$ cat config.mk
export PLATFORM = sky130hd
export DESIGN_NAME = display_mux
export DESIGN_NICKNAME = d
export VERILOG_FILES = /design/src/rtl/display_pkg.sv /design/src/rtl/div10_serial.sv /design/src/rtl/display_mux.sv
export SDC_FILE = /design/constraint.sdc
export NUM_CORES = 1
export LEC_CHECK = 0
export ABC_AREA = 1
export CELL_PAD_IN_SITES_DETAIL_PLACEMENT = 1
export CELL_PAD_IN_SITES_GLOBAL_PLACEMENT = 1
export CORE_MARGIN = 2
export CORE_UTILIZATION = 32
export CTS_CLUSTER_DIAMETER = 100
export CTS_CLUSTER_SIZE = 30
export DETAILED_ROUTE_END_ITERATION = 12
export GPL_ROUTABILITY_DRIVEN = 0
export PLACE_DENSITY = 0.65
export SLEW_MARGIN = 20
export SYNTH_ARGS = -nofsm -noshare
export SYNTH_HDL_FRONTEND = slang
export SYNTH_HIERARCHICAL = 1
export SYNTH_SLANG_ARGS = --single-unit
$ cat constraint.sdc
create_clock -name mclk -period 3 [get_ports mclk]
set_input_delay 0.75 -clock mclk [delete_from_list [all_inputs] [get_ports mclk]]
set_output_delay 0.75 -clock mclk [all_outputs]
set_load 0.05 [all_outputs]
$ cat src/rtl/display_pkg.sv
// Shared types and constants for the multiplexed seven-segment driver.
package display_pkg;

  localparam logic [6:0] SEG_BLANK = 7'h7F;
  localparam logic [6:0] SEG_DASH  = 7'h3F;

  typedef enum logic [1:0] {
    LATCH,
    DIV,
    COMMIT
  } conv_state_t;

  // Active-low {g,f,e,d,c,b,a} pattern for one decimal digit; 10..15 never occur
  function automatic logic [6:0] seg_encode(input logic [3:0] d);
    logic [6:0] pat;
    case (d)
      4'd0:    pat = 7'h40;
      4'd1:    pat = 7'h79;
      4'd2:    pat = 7'h24;
      4'd3:    pat = 7'h30;
      4'd4:    pat = 7'h19;
      4'd5:    pat = 7'h12;
      4'd6:    pat = 7'h02;
      4'd7:    pat = 7'h78;
      4'd8:    pat = 7'h00;
      4'd9:    pat = 7'h10;
      default: pat = SEG_BLANK;
    endcase
    return pat;
  endfunction

endpackage

$ cat src/rtl/div10_serial.sv
// One-bit-per-cycle restoring divide-by-10 step. After W shifts the
// remainder is the next decimal digit and work holds the quotient.
module div10_serial
  import display_pkg::*;
#(
  parameter int W = 14
) (
  input  logic         clk,
  input  logic         rst,
  input  logic         load,
  input  logic         shift,
  input  logic         digit_end,
  input  logic [W-1:0] din,
  output logic [W-1:0] quotient,
  output logic [3:0]   rem_next
);

  logic [W-1:0] work;
  logic [3:0]   r;
  logic [4:0]   t;
  logic         ge10;

  // Trial subtraction of 10 from the remainder with the next dividend bit appended
  always_comb begin
    t        = {r, work[W-1]};
    ge10     = (t >= 5'd10);
    rem_next = ge10 ? 4'(t - 5'd10) : t[3:0];
  end

  // Work/remainder registers; remainder restarts from zero at each digit boundary
  always_ff @(posedge clk) begin
    if (rst) begin
      work <= '0;
      r    <= '0;
    end else if (load) begin
      work <= din;
      r    <= '0;
    end else if (shift) begin
      work <= {work[W-2:0], ge10};
      r    <= digit_end ? 4'd0 : rem_next;
    end
  end

  assign quotient = work;

endmodule

$ cat src/rtl/display_mux.sv
// Multiplexed common-anode seven-segment driver with serial binary-to-BCD
// conversion, overflow dashes, per-digit decimal points and blanking guard
// bands. Optional leading-zero blanking is enabled by defining DISPLAY_LZB_EN.
module display_mux
  import display_pkg::*;
#(
  parameter int N_DIGITS     = 4,
  parameter int W            = 14,
  parameter int SLOT_CYCLES  = 1000,
  parameter int BLANK_CYCLES = 100
) (
  input  logic                mclk,
  input  logic                rst,
  input  logic [W-1:0]        number,
  input  logic [N_DIGITS-1:0] dp_mask,
  output logic [6:0]          seg,
  output logic [N_DIGITS-1:0] an,
  output logic                dp,
  output logic                conv_done,
  output logic                overflow
);

  localparam int DIG_W  = (N_DIGITS > 1) ? $clog2(N_DIGITS) : 1;
  localparam int BIT_W  = $clog2(W);
  localparam int SLOT_W = $clog2(SLOT_CYCLES + 1);

  conv_state_t state, state_next;
  logic load, shift, commit;
  logic [BIT_W-1:0]  bit_cnt;
  logic [DIG_W-1:0]  digit_cnt;
  logic last_bit, last_digit;
  logic [W-1:0] quotient;
  logic [3:0]   rem_next;
  logic [3:0]   shadow [N_DIGITS];
  logic [3:0]   digits [N_DIGITS];

  logic [SLOT_W-1:0] s;
  logic [DIG_W-1:0]  idx;
  logic              in_window, visible, lead_blank;
  logic [3:0]        cur_digit;
  logic [6:0]          seg_next;
  logic [N_DIGITS-1:0] an_next;
  logic                dp_next;

  assign last_bit   = (bit_cnt == BIT_W'(W - 1));
  assign last_digit = (digit_cnt == DIG_W'(N_DIGITS - 1));

  div10_serial #(.W(W)) u_div (
    .clk       (mclk),
    .rst       (rst),
    .load      (load),
    .shift     (shift),
    .digit_end (last_bit),
    .din       (number),
    .quotient  (quotient),
    .rem_next  (rem_next)
  );

  // Conversion state register
  always_ff @(posedge mclk) begin
    if (rst) state <= LATCH;
    else     state <= state_next;
  end

  // LATCH loads the divider, DIV shifts N_DIGITS*W times, COMMIT publishes digits
  always_comb begin
    state_next = state;
    load       = 1'b0;
    shift      = 1'b0;
    commit     = 1'b0;
    unique case (state)
      LATCH: begin
        load       = 1'b1;
        state_next = DIV;
      end
      DIV: begin
        shift = 1'b1;
        if (last_bit && last_digit) state_next = COMMIT;
      end
      COMMIT: begin
        commit     = 1'b1;
        state_next = LATCH;
      end
      default: state_next = LATCH;
    endcase
  end

  // Bit and digit counters for the divide loop, plus shadow capture of each remainder
  always_ff @(posedge mclk) begin
    if (rst || load) begin
      bit_cnt   <= '0;
      digit_cnt <= '0;
      if (rst) shadow <= '{default: '0};
    end else if (shift) begin
      if (last_bit) begin
        bit_cnt           <= '0;
        digit_cnt         <= digit_cnt + 1'b1;
        shadow[digit_cnt] <= rem_next;
      end else begin
        bit_cnt <= bit_cnt + 1'b1;
      end
    end
  end

  // Committed digit set, overflow flag and completion pulse
  always_ff @(posedge mclk) begin
    if (rst) begin
      digits    <= '{default: '0};
      overflow  <= 1'b0;
      conv_done <= 1'b0;
    end else begin
      conv_done <= commit;
      if (commit) begin
        digits   <= shadow;
        overflow <= |quotient;
      end
    end
  end

  // Slot counter and digit index for the scan
  always_ff @(posedge mclk) begin
    if (rst) begin
      s   <= '0;
      idx <= '0;
    end else if (s == SLOT_W'(SLOT_CYCLES - 1)) begin
      s   <= '0;
      idx <= (idx == DIG_W'(N_DIGITS - 1)) ? '0 : idx + 1'b1;
    end else begin
      s <= s + 1'b1;
    end
  end

`ifdef DISPLAY_LZB_EN
  logic [DIG_W-1:0] msd;

  // Most significant nonzero digit; digit 0 is always treated as significant
  always_comb begin
    msd = '0;
    for (int i = 1; i < N_DIGITS; i++) begin
      if (digits[i] != 4'd0) msd = DIG_W'(i);
    end
    lead_blank = !overflow && (idx > msd);
  end
`else
  assign lead_blank = 1'b0;
`endif

  // Next anode/segment/dp pattern from the current slot position and digit
  always_comb begin
    in_window = (s >= SLOT_W'(BLANK_CYCLES)) &&
                (s < SLOT_W'(SLOT_CYCLES - BLANK_CYCLES));
    visible   = in_window && !lead_blank;
    cur_digit = digits[idx];
    an_next   = '1;
    seg_next  = SEG_BLANK;
    dp_next   = 1'b1;
    if (visible) begin
      an_next[idx] = 1'b0;
      seg_next     = overflow ? SEG_DASH : seg_encode(cur_digit);
      dp_next      = !(dp_mask[idx] && !overflow);
    end
  end

  // Registered pin drivers
  always_ff @(posedge mclk) begin
    if (rst) begin
      an  <= '1;
      seg <= SEG_BLANK;
      dp  <= 1'b1;
    end else begin
      an  <= an_next;
      seg <= seg_next;
      dp  <= dp_next;
    end
  end

endmodule

# Word level (Yosys, flattened, before mapping)
# Memory sizes are Yosys's and may differ from the RTL's.
# Index checks and enable logic that the tools add are counted.
[classes]
add_sub_neg = 5
mul = 0
div = 0
n_lt_le_gt_ge = 8
n_eq_ne = 8
shift = 0
n_mux = 26
n_bitwise = 4
n_reduce_logical = 19
[op_table]
columns = ["cell", "n"]
rows = [
  ["$mux 16", 4],
  ["$mux 14", 2],
  ["$mux 4", 6],
  ["$bwmux 16", 1],
  ["$reduce_or 14->1", 1],
  ["$add 10x1->10 const B", 1],
  ["$eq 10x10->1 const B", 1],
  ["$ge 10x7->1 const B", 1],
  ["$lt 10x10->1 const B", 1],
  ["$bmux 4 s2", 1],
  ["$demux 4 s2", 1],
  ["$mux 7", 1],
  ["$eq 2x2->1 const B", 3],
  ["$ge 3x3->1 const B", 2],
  ["$not 2->3", 2],
  ["$reduce_bool 2->1", 3],
  ["$reduce_or 2->1", 3],
  ["$ge 5x4->1 const B", 1],
  ["$logic_and 1x1->1", 5],
  ["$mux 1", 5],
  ["$add 2x1->2 const B", 2],
  ["$add 4x1->4 const B", 1],
  ["$eq 4x4->1 const B", 1],
  ["$mux 2", 2],
  ["17 further kinds", 19],
]
[totals]
regBits = 84
latchBits = 0
ramBits = 0
romBits = 112
out_inout_bits = 14
elab_cells = 92
n_memories = 1
[mem_list]
columns = ["name", "depth", "word_bits", "rd", "rd_ports_with_merged_regs", "write_ports", "line", "rtl"]
rows = [
  ["(no name shown)", 16, 7, 1, 0, 0, "display_pkg.sv:16", "case (d)"],
]

# Depth between registers and ports, before layout
[depth]
word_depth = 9
ltp_mapped = 12
ltp_nobuf = 11

# By module
# The synthesis kept the hierarchy.
[by_module_without_submodules]
columns = ["module", "n_inst", "cells_per_inst", "area_per_inst_um2"]
rows = [
  ["display_mux", 1, 388, 3146.8],
  ["div10_serial", 1, 141, 934.6],
]

# Least setup slack after synthesis
# No wires, ideal clock.
[synth_path]
kind = "input -> register"
startpoint = "input rst"
endpoint = "register shadow[0] (netlist name) (enable)"
setup_ps = 372
t_arrival_ps = 1451
required_time_ps = 2628
setup_slack_ps = 1177
stages = 4
n_path_buf = 2
cell_sequence = "inv_1 buf_2 buf_2 nand2_1"
[synth_via]
elab_chain_cells = 3
elab_cells_between_ends = 5
classes_between = "eq/ne: 1; reduce/logical: 4"
[synth_rtl]
columns = ["item", "line", "rtl"]
rows = [
  ["start, declared", "display_mux.sv:13", "input logic rst,"],
  ["$logic_or 1x1->1", "display_mux.sv:90", "if (rst || load) begin"],
  ["$ne 2x2->1 (no line) / $reduce_bool 2->1 (equally long branches)", "-", ""],
  ["$reduce_and 3->1 (no line) *", "-", ""],
  ["end signal, assigned by index", "display_mux.sv:98", "shadow[digit_cnt] <= rem_next;"],
  ["end, declared", "display_mux.sv:34", "logic [3:0] shadow [N_DIGITS];"],
]
# Mark *: on every way between the ends. The rest lies on a longest branch, timed or not.
# A chain may end at the register's enable or synchronous reset.

# Worst setup path in the final report
[layout_path]
startpoint = "register overflow"
endpoint = "output overflow"
[layout_rtl]
columns = ["item", "line", "rtl"]
rows = [
  ["start, declared", "display_mux.sv:20", "output logic overflow"],
  ["start signal, assigned", "display_mux.sv:115", "overflow <= |quotient;"],
]
# No word-level cell between the ends.

==> impl_metrics.ini <==
[setup_path]
slowest_stage = clkdlybuf4s50_1
path_max_fanout = 4
rr_startpoint = idx[0]
cp_slowest_stage_delay_ns = 0.85
endpoint_kind = output pin
path_cells = clkdlybuf4s50_1
crit_family = buffers and inverters
worstPathArrival_ns = 1.65
ff2ff_path_depth = 12
ff2ff_setup_slack_ns = 1.09
critPathKind = register to output pin
reg2reg_to = seg[6]
critPathRequiredTime_ns = 2.25
critPathLaunchType = register
path_buf_inv = 1

[layout]
fin_util = 0.389
antennaDiodeCount = 0
drive_gt1_frac = 0.102
fillers = 1577
finalNonFillerCells = 740
final_nets = 599
syn2layout_area_growth_pct = 19.3

[power]
p_per_area_nw_per_um2 = 501
total_power_w = 0.00244
leakage_nw = 2.15
vdd_drop_max_uv = 191

[grt]
grt_usage = 0.152
grt_pass1_wl_um = 16000
grt_max_degree = 30
grt_pass1_vias = 3311
grt.overflow.total = 0
antenna_found_initial = 0

[yosys]
avgSynthCellArea_um2 = 7.72
synth.distinct_cells = 40
synthArstFlopShare = 0
ys_ff_latch = 84
synthCells = 529
synth-edff-count = 16
ys_warn_count = 6
synthFlopType = dfxtp_1
netlist_area_um2 = 4080
yosysSeqAreaShare = 0.451
syn_nets = 565

[run_status]
status = completed

[floorplanning]
die_area_um2 = 13700
coreArea_um2 = 12500
io-pin-count = 34
num_rows = 41
die_x_um = 117
die_h_um = 117
start_util = 0.326

[timing]
finalCriticalPeriod_ns = 2.40
slew_headroom = 0.541
fmax_ghz = 0.417
maxSlewViolCount = 0
fin_ws_ns = 0.600
grt_setup_unrepaired = false
tightest_slew_ns = 0.688
setup_viol = 0
skew_ns = 0.00703
fin_crit_sh = 0.800
hold_viol = 0
fin_setup_tns_ns = 0

[clocking]
cts_setup_buffers = 0
cts_hold_buf = 0
clockBufferDepth = 2
worstSkewPairLatency_ns = 0.35
clock-root-buffer = clkbuf_16
cts_made_buffers = 9
htreeDepth = 3
cts_sinks = 84
clk_pin_slew_ns = 0.06
cts_tree = done
cts.repair.resized = 0

[worst_hold_path]
hold_end = s[0]
worstHoldStart = s[0]
hold_depth = 1
hp-class = register to register

[routing]
via_count = 3306
drc = 0
via_per_inst = 4.47
drt-initial-drc-count = 97
drt_pass1_iterations = 4
avgRoutedWirePerCell_um = 12.7
ant_nets = 0
wl_um = 9420

[placed_design]
hpwl_um = 7190
io_buffers = 33
dpl.cell_count = 724
pre_cts_ws_ns = 0.831

[flow_run]
drv_cap = 0
## worst max-delay path by stage
stage / cells past startpoint / endpoint / slack (ns) / startpoint
floorplan: 4 / shadow[0] / 1.18 / rst
global placement: 5 / shadow[5] / 0.86 / rst
detailed placement: 6 / seg[0] / 0.83 / rst
CTS: 1 / overflow / 0.58 / overflow
global route: 1 / overflow / 0.54 / overflow
finish: 1 / overflow / 0.60 / overflow
## flip-flops by register name (all words and copies together), names as in the netlist
register        cells
shadow             16
state               2
u_div/r             4
s                  10
overflow            1
digits             16
an                  4
conv_done           1
digit_cnt           2
bit_cnt             4
seg                 7
idx                 2
dp                  1
u_div/quotient     14
## layout make-up
type,instances,area (um2),area share
Timing Repair Buffer,39,375,0.0771
Inverter,89,334,0.0686
Multi-Input combinational cell,340,1800,0.371
Tap cell,172,215,0.0442
Clock inverter,2,13.8,0.00283
Clock buffer,14,285,0.0586
Sequential cell,84,1840,0.378
## where the power goes
group	switching [W]	total, W	internal [W]
clock network	0.000453	0.00111	0.000659
registers	0.0000157	0.00119	0.00118
logic	0.0000789	0.000135	0.0000557
total	0.000548	0.00244	0.00189
## cells in the mapped netlist, types with 4 or more instances
cell | number | area share
nand2_1 | 121 | 0.11
inv_1 | 80 | 0.074
dfxtp_1 | 68 | 0.33
o21ai_0 | 50 | 0.061
nor2_1 | 36 | 0.033
a21oi_1 | 30 | 0.037
nand3_1 | 29 | 0.036
edfxtp_1 | 16 | 0.12
ha_1 | 16 | 0.049
inv_2 | 9 | 0.0083
nand2_2 | 9 | 0.014
buf_4 | 7 | 0.013
buf_2 | 6 | 0.0074
nor3_1 | 6 | 0.0074
nor2_4 | 4 | 0.011
## cell usage in the layout, fill, tap and decap left out, drive strengths merged, types with 3 or more instances in the layout
cell type and n:
buf 6, inv 90, clkdlybuf4s50 33, a21oi 31, xor2 3, o21ai 53, o211ai 3, edfxtp 16
or2 4, clkbuf 14, nor2 40, nand3 31, dfxtp 68, nor3 8, nand2 133, ha 16
## cell families after synthesis
kind of cell               share of synthesized area
buffers and inverters                          0.107
adders and majority gates                     0.0490
AOI/OAI and AO/OA                              0.122
and+or+nand+nor                                0.251
xor gates and xnor gates                     0.00859
muxes                                         0.0110
DFF                                            0.451
## through the flow
stage               hold WS [ns]  area [um2]
floorplan                  0.430        4080
global placement           0.442        4570
detailed placement         0.469        4570
CTS                        0.484        4870
global route               0.513        4870
finish                     0.475        4870
## per-layer routing
layer	routed length [um]	GRT usage	share of wire
met3	210	0.0268	0.022
met1	4840	0.206	0.51
met2	4180	0.238	0.44
met5	0	0	0
met4	194	0.0659	0.021
Note: power is estimated with default switching activity, not from simulation.
